File: config.mk
export PLATFORM = sky130hd
export DESIGN_NAME = shift_reg_sequencer_flat
export DESIGN_NICKNAME = d
export VERILOG_FILES = /design/src/rtl/shift_reg_sequencer_if.sv /design/src/rtl/shift_reg_sequencer.sv /design/src/flat_wrapper.sv
export SDC_FILE = /design/constraint.sdc
export NUM_CORES = 1
export LEC_CHECK = 0
export ABC_AREA = 1
export BUFFER_PORTS_ARGS = -buffer_cell sky130_fd_sc_hd__buf_2
export CORE_UTILIZATION = 32
export CTS_BUF_LIST = sky130_fd_sc_hd__clkbuf_16
export CTS_CLUSTER_DIAMETER = 30
export CTS_CLUSTER_SIZE = 14
export DETAILED_ROUTE_END_ITERATION = 8
export GPL_TIMING_DRIVEN = 0
export PLACE_DENSITY = 0.8
export SLEW_MARGIN = 10
export SYNTH_ARGS = -nofsm -noshare
export SYNTH_HDL_FRONTEND = slang
export SYNTH_SLANG_ARGS = --single-unit
File: constraint.sdc
create_clock -name clk -period 1.12 [get_ports clk]
set_input_delay 0.056 -clock clk [delete_from_list [all_inputs] [get_ports clk]]
set_output_delay 0.056 -clock clk [all_outputs]
set_load 0.1 [all_outputs]
File: src/rtl/shift_reg_sequencer_if.sv
// Byte-in / bit-out handshake bundle between a producer and shift_reg_sequencer.
// master = producer/consumer side (the bench or upstream logic), slave = the sequencer.
interface shift_reg_sequencer_if;
    logic [7:0] in_data;
    logic       in_valid;
    logic       in_ready;
    logic       lsb_first;
    logic       ser_out;
    logic       ser_valid;
    logic       ser_last;
    logic       ser_ready;

    modport master (
        output in_data, in_valid, lsb_first, ser_ready,
        input  in_ready, ser_out, ser_valid, ser_last
    );

    modport slave (
        input  in_data, in_valid, lsb_first, ser_ready,
        output in_ready, ser_out, ser_valid, ser_last
    );
endinterface

File: src/rtl/shift_reg_sequencer.sv
// Sequencer for an 8-bit load/shift register: loads accepted bytes, streams q out bit-serially.
// Optional parity bit after the data bits when SHIFT_REG_SEQUENCER_PARITY_EN is defined.
//
//   state  | meaning
//   IDLE   | ready for a byte; register held by reloading q
//   SHIFT  | presenting data bit r_count; shift on handshake
//   PARITY | presenting parity bit (parity build only); register held
module shift_reg_sequencer #(
    parameter int BIT_CNT    = 8,
    parameter int PARITY_ODD = 0
) (
    input  logic                  clk,
    input  logic                  reset_n,
    shift_reg_sequencer_if.slave  bus,
    input  logic [7:0]            sr_q,
    output logic [7:0]            sr_i,
    output logic                  sr_load_enable,
    output logic                  sr_shift_left_right,
    output logic                  busy
);

`ifdef SHIFT_REG_SEQUENCER_PARITY_EN
    typedef enum logic [1:0] {
        IDLE   = 2'd0,
        SHIFT  = 2'd1,
        PARITY = 2'd2
    } state_t;
    localparam int   CNT_W   = 4;
    localparam logic PAR_ODD = (PARITY_ODD != 0);
`else
    typedef enum logic {
        IDLE  = 1'b0,
        SHIFT = 1'b1
    } state_t;
    localparam int CNT_W = 3;
`endif

    localparam logic [CNT_W-1:0] LAST_CNT = CNT_W'(BIT_CNT - 1);

    state_t             r_state;
    state_t             w_state_nxt;
    logic [CNT_W-1:0]   r_count;
    logic [CNT_W-1:0]   w_count_nxt;
    logic               r_dir;
    logic               w_dir_nxt;
    logic               w_is_last;
    logic               w_data_bit;
    logic [CNT_W-1:0]   w_count_inc;

`ifdef SHIFT_REG_SEQUENCER_PARITY_EN
    logic               r_par;
    logic               w_par_nxt;
`else
    logic               w_unused_cfg;
    assign w_unused_cfg = (PARITY_ODD != 0);
`endif

    assign w_is_last   = (r_count == LAST_CNT);
    assign w_data_bit  = r_dir ? sr_q[0] : sr_q[7];
    assign w_count_inc = r_count + CNT_W'(1);
    assign busy        = (r_state != IDLE);

    always_ff @(posedge clk or negedge reset_n) begin
        if (!reset_n) begin
            r_state <= IDLE;
            r_count <= '0;
            r_dir   <= 1'b0;
`ifdef SHIFT_REG_SEQUENCER_PARITY_EN
            r_par   <= 1'b0;
`endif
        end else begin
            r_state <= w_state_nxt;
            r_count <= w_count_nxt;
            r_dir   <= w_dir_nxt;
`ifdef SHIFT_REG_SEQUENCER_PARITY_EN
            r_par   <= w_par_nxt;
`endif
        end
    end

    // The register has no hold mode: every non-shift cycle reloads q into i.
    always_comb begin
        w_state_nxt         = r_state;
        w_count_nxt         = r_count;
        w_dir_nxt           = r_dir;
        sr_i                = sr_q;
        sr_load_enable      = 1'b0;
        sr_shift_left_right = 1'b0;
        bus.in_ready        = 1'b0;
        bus.ser_valid       = 1'b0;
        bus.ser_last        = 1'b0;
        bus.ser_out         = 1'b0;
`ifdef SHIFT_REG_SEQUENCER_PARITY_EN
        w_par_nxt           = r_par;
`endif
        case (r_state)
            IDLE: begin
                bus.in_ready = 1'b1;
                if (bus.in_valid) begin
                    sr_i        = bus.in_data;
                    w_dir_nxt   = bus.lsb_first;
                    w_count_nxt = '0;
                    w_state_nxt = SHIFT;
                end
            end
            SHIFT: begin
                bus.ser_valid       = 1'b1;
                bus.ser_out         = w_data_bit;
                sr_shift_left_right = r_dir;
`ifndef SHIFT_REG_SEQUENCER_PARITY_EN
                bus.ser_last        = w_is_last;
`endif
                if (bus.ser_ready) begin
`ifdef SHIFT_REG_SEQUENCER_PARITY_EN
                    w_par_nxt = r_par ^ w_data_bit;
`endif
                    if (!w_is_last) begin
                        sr_load_enable = 1'b1;
                        w_count_nxt    = w_count_inc;
                    end else begin
                        w_count_nxt = '0;
`ifdef SHIFT_REG_SEQUENCER_PARITY_EN
                        w_state_nxt = PARITY;
`else
                        w_state_nxt = IDLE;
`endif
                    end
                end
            end
`ifdef SHIFT_REG_SEQUENCER_PARITY_EN
            PARITY: begin
                bus.ser_valid = 1'b1;
                bus.ser_last  = 1'b1;
                bus.ser_out   = r_par ^ PAR_ODD;
                if (bus.ser_ready) begin
                    w_par_nxt   = 1'b0;
                    w_state_nxt = IDLE;
                end
            end
`endif
            default: begin
                w_state_nxt = IDLE;
            end
        endcase
    end

endmodule

File: src/flat_wrapper.sv
// flat-port wrapper written by rule: the top's interface ports become plain ports
module shift_reg_sequencer_flat 
#(
    parameter int BIT_CNT    = 8,
    parameter int PARITY_ODD = 0
)
  (clk, reset_n, sr_q, sr_i, sr_load_enable, sr_shift_left_right, busy, bus_in_data, bus_in_valid, bus_lsb_first, bus_ser_ready, bus_in_ready, bus_ser_out, bus_ser_valid, bus_ser_last);
  shift_reg_sequencer_if bus_i ();
  input  logic clk;
  input  logic reset_n;
  input  logic [7:0] sr_q;
  output logic [7:0] sr_i;
  output logic sr_load_enable;
  output logic sr_shift_left_right;
  output logic busy;
  input wire logic [$bits(bus_i.in_data)-1:0] bus_in_data;
  input wire logic [$bits(bus_i.in_valid)-1:0] bus_in_valid;
  input wire logic [$bits(bus_i.lsb_first)-1:0] bus_lsb_first;
  input wire logic [$bits(bus_i.ser_ready)-1:0] bus_ser_ready;
  output wire logic [$bits(bus_i.in_ready)-1:0] bus_in_ready;
  output wire logic [$bits(bus_i.ser_out)-1:0] bus_ser_out;
  output wire logic [$bits(bus_i.ser_valid)-1:0] bus_ser_valid;
  output wire logic [$bits(bus_i.ser_last)-1:0] bus_ser_last;
  assign bus_i.in_data = bus_in_data;
  assign bus_i.in_valid = bus_in_valid;
  assign bus_i.lsb_first = bus_lsb_first;
  assign bus_i.ser_ready = bus_ser_ready;
  assign bus_in_ready = bus_i.in_ready;
  assign bus_ser_out = bus_i.ser_out;
  assign bus_ser_valid = bus_i.ser_valid;
  assign bus_ser_last = bus_i.ser_last;
  shift_reg_sequencer #(.BIT_CNT(BIT_CNT), .PARITY_ODD(PARITY_ODD)) u_core (.clk(clk), .reset_n(reset_n), .bus(bus_i), .sr_q(sr_q), .sr_i(sr_i), .sr_load_enable(sr_load_enable), .sr_shift_left_right(sr_shift_left_right), .busy(busy));
endmodule
==> results of run 1 <==
==> logic make-up after synthesis <==
group / count (synthesis) / share of synthesized area
buf+inv: 11 / 0.1286
flops: 5 / 0.2924
simple gates: 44 / 0.4678
fa+ha+maj: 3 / 0.08773
compound gates: 2 / 0.02337
==> synth_stat cells <==
| master | n | area share |
|---|---|---|
| buf_6 | 1 | 0.026 |
| nand2_1 | 25 | 0.22 |
| inv_1 | 6 | 0.053 |
| a21oi_1 | 1 | 0.012 |
| nand2_2 | 2 | 0.029 |
| o21ai_0 | 1 | 0.012 |
| nand4_1 | 1 | 0.015 |
| ha_1 | 3 | 0.088 |
| nand3_2 | 1 | 0.023 |
| buf_2 | 2 | 0.023 |
| inv_2 | 1 | 0.0088 |
| nor2_1 | 3 | 0.026 |
| nor2_4 | 1 | 0.026 |
| buf_4 | 1 | 0.018 |
| dfrtp_1 | 5 | 0.29 |
| nand3_1 | 11 | 0.13 |
==> through the flow <==
step	hold WS (ns)	cell area (sq um)	util	setup TNS, ns
2_1_floorplan	-0.2396	529.3	-	-3.691
3_3_place_gp	-0.1305	721.9	0.6165	-2.692
3_5_place_dp	-0.1289	721.9	0.6165	-2.854
==> run_results.csv, run 1 <==
group,metric,value,unit
clocking,ctsHoldBuffers,1,
placed_design,gp_congestion,0.7273,
die,core.rowCount,12,
placed_design,dp_cells,114,
clocking,post_cts_buffers,7,
status,failing_step,"4_1_cts",
die,die_h,38.57,um
synth,synthesis.area,427.9,sq um
synth,ys_ff_latch,5,
die,ios,36,
clocking,ctsRootBufferMaster,"clkbuf_16",
synth,synth_cell_types,16,
clocking,cts_inserted_buffers,3,
placed_design,io_buffers,35,
clocking,clk_path_buf_depth,2,
clocking,cts_max_level,1,
synth,yosys_warnings,0,
synth,ys_seq_area_frac,0.2924,
clocking,clock-sinks,5,
synth,netlist_instances,65,
status,status,"stopped before the end",
placed_design,pre_cts_ws,-0.2830,ns
placed_design,hpwl,991.9,um
synth,syn-num-nets,89,
die,start_util,0.3654,
synth,avgSynthCellArea,6.583,sq um
die,die_w,38.57,um
clocking,post_cts_resized,77,
status,stop_error,"[ERROR DPL-0038] Utilization greater than 100%, impossible to legalize",
==> inputs of run 2 (changes only) <==
--- a/config.mk
+++ b/config.mk
@@ -7,13 +7,11 @@
 export LEC_CHECK = 0
 export ABC_AREA = 1
 export BUFFER_PORTS_ARGS = -buffer_cell sky130_fd_sc_hd__buf_2
-export CORE_UTILIZATION = 32
-export CTS_BUF_LIST = sky130_fd_sc_hd__clkbuf_16
-export CTS_CLUSTER_DIAMETER = 30
-export CTS_CLUSTER_SIZE = 14
+export CORE_AREA = 2 2 63 65
 export DETAILED_ROUTE_END_ITERATION = 8
+export DIE_AREA = 0 0 65 67
 export GPL_TIMING_DRIVEN = 0
-export PLACE_DENSITY = 0.8
+export PLACE_DENSITY_LB_ADDON = 0.15
 export SLEW_MARGIN = 10
 export SYNTH_ARGS = -nofsm -noshare
 export SYNTH_HDL_FRONTEND = slang
==> constraint.sdc (replaced) <==
create_clock -name clk -period 1.5 [get_ports clk]
set_input_delay 0.075 -clock clk [delete_from_list [all_inputs] [get_ports clk]]
set_output_delay 0.075 -clock clk [all_outputs]
set_load 0.1 [all_outputs]
==> run_results.csv, run 2 <==
group,metric,value,unit
route,first_pass_iters,2,
synth,ys_seq_area_frac,0.2924,
clocking,ctsRootBufferMaster,"clkbuf_8",
clocking,cts_max_level,1,
synth,synthesis.area,427.9,sq um
clocking,clk_latency,0.22,ns
pwr,pwr-share-comb,0.684,
final_layout,drive_gt1_frac,0.5566,
clocking,clock-sinks,5,
die,die_w,65,um
synth,synthFlopType,"dfrtp_1",
pwr,leakage,0.4653,nW
synth,netlist_instances,65,
synth,synthArstFlopShare,1.000,
setup_path,crit_required,1.42,ns
timing,slew_headroom,0.6791,
synth,synth_cell_types,16,
pwr,powerDensity,1777,nW/um^2
global_routing,track_usage,0.07133,
final_layout,final_util,0.2432,
timing,period_share,0.9536,
timing,slew_violations,0,
clocking,path_clk_slew,0.03,ns
die,start_util,0.1187,
global_routing,overflow,0,
placed_design,io_buffers,35,
worst_hold_path,min_path_type,"input port to flip-flop",
final_layout,layout_commonest_cell,"buf_2",
synth,synth_top_cells_by_count,"25 x nand2_1, 11 x nand3_1, 6 x inv_1, 5 x dfrtp_1",
clocking,clk_path_buf_depth,2,
timing,hold_viol,0,
route,highest_layer,"met3",
synth,avgSynthCellArea,6.583,sq um
clocking,cts_tree,"yes",
pwr,p_total,1.558,mW
route,antenna_left,0,
placed_design,gp_congestion,0.7052,
pwr,p_sw_frac,0.5871,
timing,rsz0062_at_grt,"false",
route,wl_per_cell,9.260,um
synth,synth.most_common_cell,"nand2_1",
setup_path,start_kind,"flip-flop",
final_layout,antenna_cells,0,
timing,fmax,699.1,MHz
synth,synth_edf_count,0,
clocking,cts_inserted_buffers,3,
setup_path,crit_fanout,3,
status,status,"finished, final reports clean",
global_routing,grt_pass1_wl,2401,um
timing,setup_viol,0,
pwr,power.share.sequential,0.159,
timing,skew,0.0008888,ns
route,wl_met3,149,um
placed_design,hpwl,1194,um
final_layout,max_flop_register,"u_core.r_count",
route,routed_via_density,3.519,
global_routing,antenna_found_initial,0,
route,dr.first_iter.drc_count,9,
synth,synth_area_leaders,"dfrtp_1 29%, nand2_1 22%, nand3_1 13%",
die,core,3606,sq um
pwr,vdd_drop_max,0.4318,mV
run,maxCapViolCount,0,
pwr,cell_internal_pwr,0.6434,mW
route,wl_met1,621,um
setup_path,crit_path_end_kind,"output pin",
die,core.rowCount,22,
pwr,p_switching,0.9149,mW
global_routing,grt_pass1_vias,518,
die,die_h,67,um
die,ios,36,
final_layout,final_cell_mix,"26 x buf_2, 17 x nand2_1, 11 x nand3_1",
setup_path,path_class,"flip-flop to output pin",
setup_path,worst_ep_arrival_time,1.36,ns
synth,synth_top_area_cell,"dfrtp_1",
final_layout,layout.nets,131,
route,met2_length,655,um
final_layout,fillers,405,
synth,syn-num-nets,89,
synth,ys_ff_latch,5,
setup_path,r2r_slack,0.39,ns
final_layout,area_growth,105.0,%
global_routing,grt_max_degree,11,
route,drc,0,
final_layout,largest_register_ffs,3,
die,die_area,4355,sq um
synth,yosys.area.top_type_share,0.2924,
pwr,pwr-share-clk,0.157,
timing,worst_pin_slew,0.4846,ns
synth,yosys_warnings,0,
timing,fin_crit,1.430,ns
route,routed_wl,1426,um
route,vias,542,
## run 2: cell counts after synthesis
No cell type changed its count.
## run 2: cell families (layout without fill, tap and decap cells)
family	after synthesis	after routing	synth area share
AND/OR/NAND/NOR	44	44	0.4678
adder cells (fa/ha/maj)	3	3	0.08773
flip-flops	5	5	0.2924
buffers and inverters	11	52	0.1286
AO/OA/AOI/OAI	2	2	0.02337
## run 2: per-layer routing
layer / track usage / vias to the layer above
met5: 0 / -
met4: 0.007979 / 0
met3: 0.03547 / 0
met2: 0.1160 / 26
met1: 0.08704 / 233
li1: - / 283
## run 2: stage by stage
step                      hold slack, ns  cells  setup slack [ns]  setup TNS, ns  area, sq um
after floorplan                  -0.2206     65         -0.007924      -0.007924        516.7
after global placement           -0.1017    148           0.07495              0        752.0
after detailed placement        -0.09720    148           0.06673              0        752.0
after CTS                         0.1341    153           0.01615              0        865.8
after global routing              0.1520    154          0.004519              0        877.1
final                             0.1241    154           0.06966              0        877.1
## run 2: path summary, 6_finish.rpt
path | startpoint | end | cells past startpoint
max in group asynchronous | reset_n | u_core.busy$_DFF_PN0_ | 2
worst min register to register | u_core.r_count[1]$_DFFE_PN0P_ | u_core.r_count[1]$_DFFE_PN0P_ | 2
min in group asynchronous | reset_n | u_core.r_count[0]$_DFFE_PN0P_ | 2
worst max register to register | u_core.r_count[0]$_DFFE_PN0P_ | u_core.r_count[2]$_DFFE_PN0P_ | 4
worst min-delay path | bus_lsb_first | u_core.r_dir$_DFFE_PN0P_ | 3
worst max-delay path | u_core.r_count[0]$_DFFE_PN0P_ | sr_load_enable | 4
## run 2: cell type report
| type | count | area (sq um) | area share |
|---|---|---|---|
| buffer | 4 | 38.79 | 0.04422 |
| clock buffer | 4 | 45.04 | 0.05136 |
| inverter | 7 | 26.28 | 0.02996 |
| multi-input combinational | 49 | 322.8 | 0.3680 |
| sequential | 5 | 128.9 | 0.1469 |
| tap | 48 | 60.06 | 0.06847 |
| timing repair buffer | 37 | 255.2 | 0.2910 |
## run 2: timing repair
action	CTS	global route
hold endpoints to repair	5	0
setup endpoints to repair	10	9
gates resized for setup	19	1
setup buffers	0	1
hold buffers	1	0
## run 2: power by group through the flow
stage | clock [mW] | combinational, mW | sequential (mW)
final | 0.244 | 1.07 | 0.248
after global routing | 0.269 | 1.12 | 0.258
after CTS | 0.257 | 1.06 | 0.259
after detailed placement | 0 | 1.01 | 0.261
after global placement | 0 | 1.01 | 0.259
after floorplan | 0 | 0.830 | 0.279
## run 2: worst max-delay path, cell delays in order (launching register included)
cell     delay [ns]
dfrtp_1        0.39
ha_1           0.23
ha_2           0.19
nor2_4         0.09
buf_6          0.23
(Power assumes the default switching activity.)
